### config.mk
export PLATFORM = sky130hd
export DESIGN_NAME = imm_pack
export DESIGN_NICKNAME = d
export VERILOG_FILES = /design/src/rtl/imm_pack.sv
export SDC_FILE = /design/constraint.sdc
export NUM_CORES = 1
export LEC_CHECK = 0
export CORE_MARGIN = 3
export CORE_UTILIZATION = 50
export CTS_BUF_LIST = sky130_fd_sc_hd__clkbuf_16
export CTS_CLUSTER_SIZE = 28
export DETAILED_ROUTE_END_ITERATION = 10
export PLACE_DENSITY = 0.82
export SYNTH_ARGS = -nofsm -noshare
export SYNTH_HDL_FRONTEND = slang
export SYNTH_SLANG_ARGS = --single-unit
### constraint.sdc
create_clock -name clk -period 5.92 [get_ports clk]
set_input_delay 1.48 -clock clk [delete_from_list [all_inputs] [get_ports clk]]
set_output_delay 1.48 -clock clk [all_outputs]
set_load 0.005 [all_outputs]
### src/rtl/imm_pack.sv
// Packs a signed immediate into the RV32I I/S/B/J bit positions of an instruction template.
// Two-stage valid/ready pipeline with range/alignment flags and a saturating error counter.
module imm_pack #(
    parameter int ERR_CNT_W = 8
) (
    input  logic                 clk,
    input  logic                 reset,
    input  logic                 in_valid,
    output logic                 in_ready,
    input  logic [1:0]           immsrc,
    input  logic [31:0]          imm,
    input  logic [31:0]          base,
    output logic                 out_valid,
    input  logic                 out_ready,
    output logic [31:0]          instr,
    output logic                 err_range,
    output logic                 err_align,
    output logic [ERR_CNT_W-1:0] err_count
);

    localparam logic [1:0] FMT_I = 2'b00;
    localparam logic [1:0] FMT_S = 2'b01;
    localparam logic [1:0] FMT_B = 2'b10;
    localparam logic [1:0] FMT_J = 2'b11;

    logic        s1_valid;
    logic [1:0]  s1_immsrc;
    logic [31:0] s1_imm;
    logic [31:0] s1_base;

    logic        s1_load;
    logic        s2_load;
    logic [31:0] pk_instr;
    logic        range_bad;
    logic        align_bad;

    // Handshake: a transfer happens on a rising edge where valid && ready; a producer
    // holds its word stable while valid && !ready. Stage 2 is the output register, so
    // in_ready depends on out_ready combinationally but nothing flows from in_valid to out_*.
    assign s2_load  = !out_valid || out_ready;
    assign s1_load  = !s1_valid || s2_load;
    assign in_ready = s1_load;

    always_comb begin
        pk_instr  = s1_base;
        range_bad = 1'b0;
        align_bad = 1'b0;
        case (s1_immsrc)
            FMT_I: begin
                pk_instr  = {s1_imm[11:0], s1_base[19:0]};
                range_bad = !((&s1_imm[31:11]) || !(|s1_imm[31:11]));
            end
            FMT_S: begin
                pk_instr  = {s1_imm[11:5], s1_base[24:12], s1_imm[4:0], s1_base[6:0]};
                range_bad = !((&s1_imm[31:11]) || !(|s1_imm[31:11]));
            end
            FMT_B: begin
                pk_instr  = {s1_imm[12], s1_imm[10:5], s1_base[24:12],
                             s1_imm[4:1], s1_imm[11], s1_base[6:0]};
                range_bad = !((&s1_imm[31:12]) || !(|s1_imm[31:12]));
                align_bad = s1_imm[0];
            end
            FMT_J: begin
                pk_instr  = {s1_imm[20], s1_imm[10:1], s1_imm[11],
                             s1_imm[19:12], s1_base[11:0]};
                range_bad = !((&s1_imm[31:20]) || !(|s1_imm[31:20]));
                align_bad = s1_imm[0];
            end
            default: ;
        endcase
    end

    always_ff @(posedge clk or posedge reset) begin
        if (reset) begin
            s1_valid  <= 1'b0;
            s1_immsrc <= 2'b00;
            s1_imm    <= 32'h0;
            s1_base   <= 32'h0;
        end else if (s1_load) begin
            s1_valid <= in_valid;
            if (in_valid) begin
                s1_immsrc <= immsrc;
                s1_imm    <= imm;
                s1_base   <= base;
            end
        end
    end

    always_ff @(posedge clk or posedge reset) begin
        if (reset) begin
            out_valid <= 1'b0;
            instr     <= 32'h0;
            err_range <= 1'b0;
            err_align <= 1'b0;
        end else if (s2_load) begin
            out_valid <= s1_valid;
            if (s1_valid) begin
                instr     <= pk_instr;
                err_range <= range_bad;
                err_align <= align_bad;
            end
        end
    end

    // Counted on the output transfer, so a stalled error word is counted exactly once.
    always_ff @(posedge clk or posedge reset) begin
        if (reset) begin
            err_count <= '0;
        end else if (out_valid && out_ready && (err_range || err_align) && (err_count != '1)) begin
            err_count <= err_count + ERR_CNT_W'(1);
        end
    end

endmodule

; ---- After elaboration in Yosys (flattened, before gate mapping)
; Cells that the tools add are included.
[totals]
in_bits = 70
regBits = 103
wordCells = 45
out_inout_bits = 44
[op_classes]
reduce_logical = 28
n_addsub = 1
eq_ne = 4
muxes = 3
[op_table]
columns = operator, count
row1 = 32-bit case mux with 4 select lines, 1
row2 = 21-bit AND reduction, 1
row3 = 21-bit OR reduction, 1
row4 = 20-bit AND reduction, 1
row5 = 20-bit OR reduction, 1
row6 = 12-bit AND reduction, 1
row7 = 12-bit OR reduction, 1
row8 = "8-bit by 1-bit adder with 8-bit output, second input constant", 1
row9 = 1-bit logical NOT, 8
row10 = "8-bit inequality test, second input constant", 1
row11 = 1-bit logical OR, 6
row12 = "2-bit == test, second input constant", 2
row13 = 2-bit AND reduction, 2
row14 = 2-bit OR reduction, 2
row15 = 1-bit logical AND, 3
row16 = 1-bit case mux with 3 select lines, 1
row17 = "2-bit by 1-bit == test with 1-bit output, second input constant", 1
row18 = 2-bit logical NOT, 1
row19 = 1-bit 2-to-1 mux, 1

; ---- Logic depth before layout (Yosys ltp)
[depth]
depth_word = 5
mapped_depth = 5
mapped_depth_nobuf = 5

; ---- Worst setup path before layout
; No wires, ideal clock.
[synth_timing]
path_kind = in2out
startpoint = in out_ready
endpoint = out in_ready
stages = 1
required_time_ns = 4.440
slack_ns = 2.814
path_buffers = 0
arrival_ns = 1.626
cell_sequence = nand3b_4
[synth_via]
elab_chain_len = 2
[synth_lines]
columns = item, line
row1 = "start, declared", 14  ; input logic out_ready,
row2 = 1-bit logical OR, 40  ; assign s2_load = !out_valid || out_ready;
row3 = 1-bit logical OR, 41  ; assign s1_load = !s1_valid || s2_load;
row4 = "end, declared", 9  ; output logic in_ready,
; No other way between the ends.

; ---- Final worst setup path
; Same ends and word-level chain as after synthesis.

==> key figures <==
Outcome
  – Status: finished, final reports clean

Power and ir drop
  – VDD IR max: 0.1563 mV
  – Net switching power: 0.5260 mW
  – Internal Pwr Total: 1.439 mW
  – Sequential power share: 48.8%
  – Comb pwr share: 24.6%
  – Clock power frac: 26.6%
  – P per Cell Area: 346.0 mW/mm^2
  – Leak Pwr: 2.465 nW
  – Switching share of power: 26.77%

Placement
  – Placement Setup Slack: 1806 ps
  – PortBufs: 106
  – HPWL after DPL: 6007 um
  – Final GP Congestion: 0.7230

Clock tree
  – Clock Latency Late Sink: 330 ps
  – TritonCTS clock tree: built
  – Post-cts sizing count: 0
  – H-Tree Depth: 3
  – Post-CTS Hold Fix Bufs: 0
  – Worst-path clk slew: 60 ps
  – Post-CTS Setup Repair Bufs: 0
  – CTS buffer count: 9
  – Clk buf depth: 2
  – CTS sink cnt: 103
  – CTS Root Cell: clkbuf_16

Timing
  – Setup TNS: 0 ps
  – Setup Viol. Count Final: 0
  – Clk_skew: 10.17 ps
  – Setup ws final: 1803 ps
  – Rel. slew slack: 29.02%
  – Tmin final: 4117 ps
  – Max Slew Vio Count: 0
  – Fin Hold WS: 484.1 ps
  – Worst slew pin tran: 1061 ps
  – Endpoints failing hold: 0
  – Fmax: 0.2429 GHz
  – RSZ-0062 raised after global routing: false
  – Final period util: 69.55%

Floorplan
  – Site row count: 33
  – Chip width: 98.73 um
  – Die ar.: 0.009747 sq mm
  – Boundary Pins: 114
  – Initial core utilization: 51.80%
  – Placeable Area: 0.008299 sq mm
  – Die Y-Extent: 98.73 um

Yosys
  – Post-synth top cells: 103 x dfrtp_1, 62 x mux2_2, 24 x nand2_1, 18 x mux2i_1, 14 x o21ai_0
  – Mapped Cells: 308
  – Synth Net Count: 379
  – Synth unique cells: 35
  – Avg Cell Area, Syn: 13.96 sq um
  – Number of flops mapped to enable cells by yosys: 0
  – Top cell type's share of synthesized area: 59.95%
  – Main synth FF type: dfrtp_1
  – Yosys warns: 0
  – Largest area contributor in the netlist: dfrtp_1
  – Synth Register Bits: 103
  – Synth Cell Area: 0.004299 sq mm
  – Ys async rst share: 100.0%
  – Most frequent cell after synthesis: dfrtp_1
  – Top post-synthesis cells by area: dfrtp_1 60%, mux2_2 16%, mux2i_1 4.2%
  – Register area share after synthesis: 59.95%

Cells and area
  – Final nets: 485
  – P&R area growth vs syn: 32.10%
  – N_diodes: 0
  – Share of cells above drive strength 1: 22.43%

Worst setup path
  – CP arrival: 2640 ps
  – Critical path class: in2out
  – CP Data Required Time: 4440 ps
  – Worst path slowest cell: clkdlybuf4s50_1
  – Crit path largest cell delay: 500 ps
  – Critical Path Fanout Max: 3
  – Cell repeated most along the worst path: clkdlybuf4s50_1
  – Startpoint Class: input pin
  – Crit-path cells: clkdlybuf4s50_1 > nand3b_4 > clkdlybuf4s50_1
  – Worst setup EP type: output port

Detailed routing
  – Post-route DRC: 0
  – Router iterations before antenna repair: 4
  – Routed len/inst: 16.36 um
  – Post-DRT Antenna Nets: 0
  – Final WL: 8571 um
  – DR iter-0 viols: 100
  – Routed vias: 2757
  – Number of vias per cell: 5.261

Global routing
  – Global-route wire length before repair: 14230 um
  – Initial antenna violation count: 0
  – GRT Util Overall: 18.41%
  – Gr ovfl total: 0
  – Largest net degree at the start of global routing: 63
  – Vias in the first global route: 2832

Hold path
  – HP Class: reg2reg

Run
  – Max-cap violations: 0
registers in the layout (all words and copies together) (netlist names):
register   cells
s1_immsrc      2
out_valid      1
err_align      1
s1_base       25
err_count      8
s1_valid       1
instr         32
err_range      1
s1_imm        32
critical path: cells and delay by family:
family / cells / cell delay, ps
buffers and inverters: 2 / 1000
AND/OR/NAND/NOR: 1 / 160
path summary, 6_finish.rpt:
path	from	endpoint	slack (ps)	cells past startpoint
max reg2reg	out_valid	s1_imm[1]	3820	4
max	out_ready	in_ready	1800	3
min reg2reg	instr[11]	instr[11]	480	2
min	instr[11]	instr[11]	480	2
min in group asynchronous	reset	s1_base[1]	1630	2
max in group asynchronous	reset	err_range	3270	3
cell families (layout without fill, tap and decap cells):
| logic type | Yosys count | count (layout) | synth area share, % |
|---|---|---|---|
| flip-flops | 103 | 103 | 59.95 |
| multiplexers | 91 | 91 | 24.18 |
| AND/OR/NAND/NOR | 58 | 58 | 6.869 |
| AO/OA/AOI/OAI | 31 | 31 | 4.162 |
| buffers and inverters | 16 | 127 | 2.474 |
| XOR/XNOR | 8 | 8 | 2.066 |
| adder cells (fa/ha/maj) | 1 | 1 | 0.2910 |
power groups by stage:
stage	Clock (mW)	Sequential, mW	Combinational, mW
floorplan	0	0.947	0.243
global placement	0	0.961	0.478
detailed placement	0	0.971	0.489
CTS	0.534	0.959	0.492
global route	0.568	0.980	0.528
finish	0.522	0.959	0.484
metrics by stage:
step / total power, mW / area, sq um / utilization, % / instances
2_1_floorplan: 1.190 / 4299 / - / 308
3_3_place_gp: 1.438 / 5414 / 65.23 / 508
3_5_place_dp: 1.460 / 5414 / 65.23 / 508
4_1_cts: 1.985 / 5679 / 68.43 / 524
5_1_grt: 2.077 / 5679 / 68.43 / 524
6_report: 1.965 / 5679 / 68.43 / 524
layout by cell type (no fill, tap or decap), drive strengths merged:
master / instances
nor3: 3
mux2: 73
a211oi: 1
buf: 2
clkinv: 5
inv: 3
nand2: 27
nor4: 6
xnor2: 1
clkdlybuf4s50: 106
a21o: 1
a21oi: 2
nand3b: 1
clkbuf: 9
ha: 1
dfrtp: 103
o21ai: 23
nand2b: 3
nand3: 4
nand4: 6
o31a: 1
xor2: 7
o31ai: 1
o211a: 1
clkinvlp: 2
o2111ai: 1
nor2: 7
mux2i: 18
nor2b: 1
final cells by class:
type / instances / area [sq um]
clock buffers: 9 / 225.2
clock inverters: 7 / 40.04
fillers: 605 / 2620
inverters: 3 / 13.76
multi-input cells: 189 / 1615
flip-flops and latches: 103 / 2577
well taps: 105 / 131.4
repair buffers: 108 / 1076
per-layer routing:
layer	wire length [um]	GRT usage (%)
met5	0	0
met4	168	7.143
met3	348	3.326
met2	4277	29.69
met1	3777	24.99
Power figures use the tool's default switching activity.
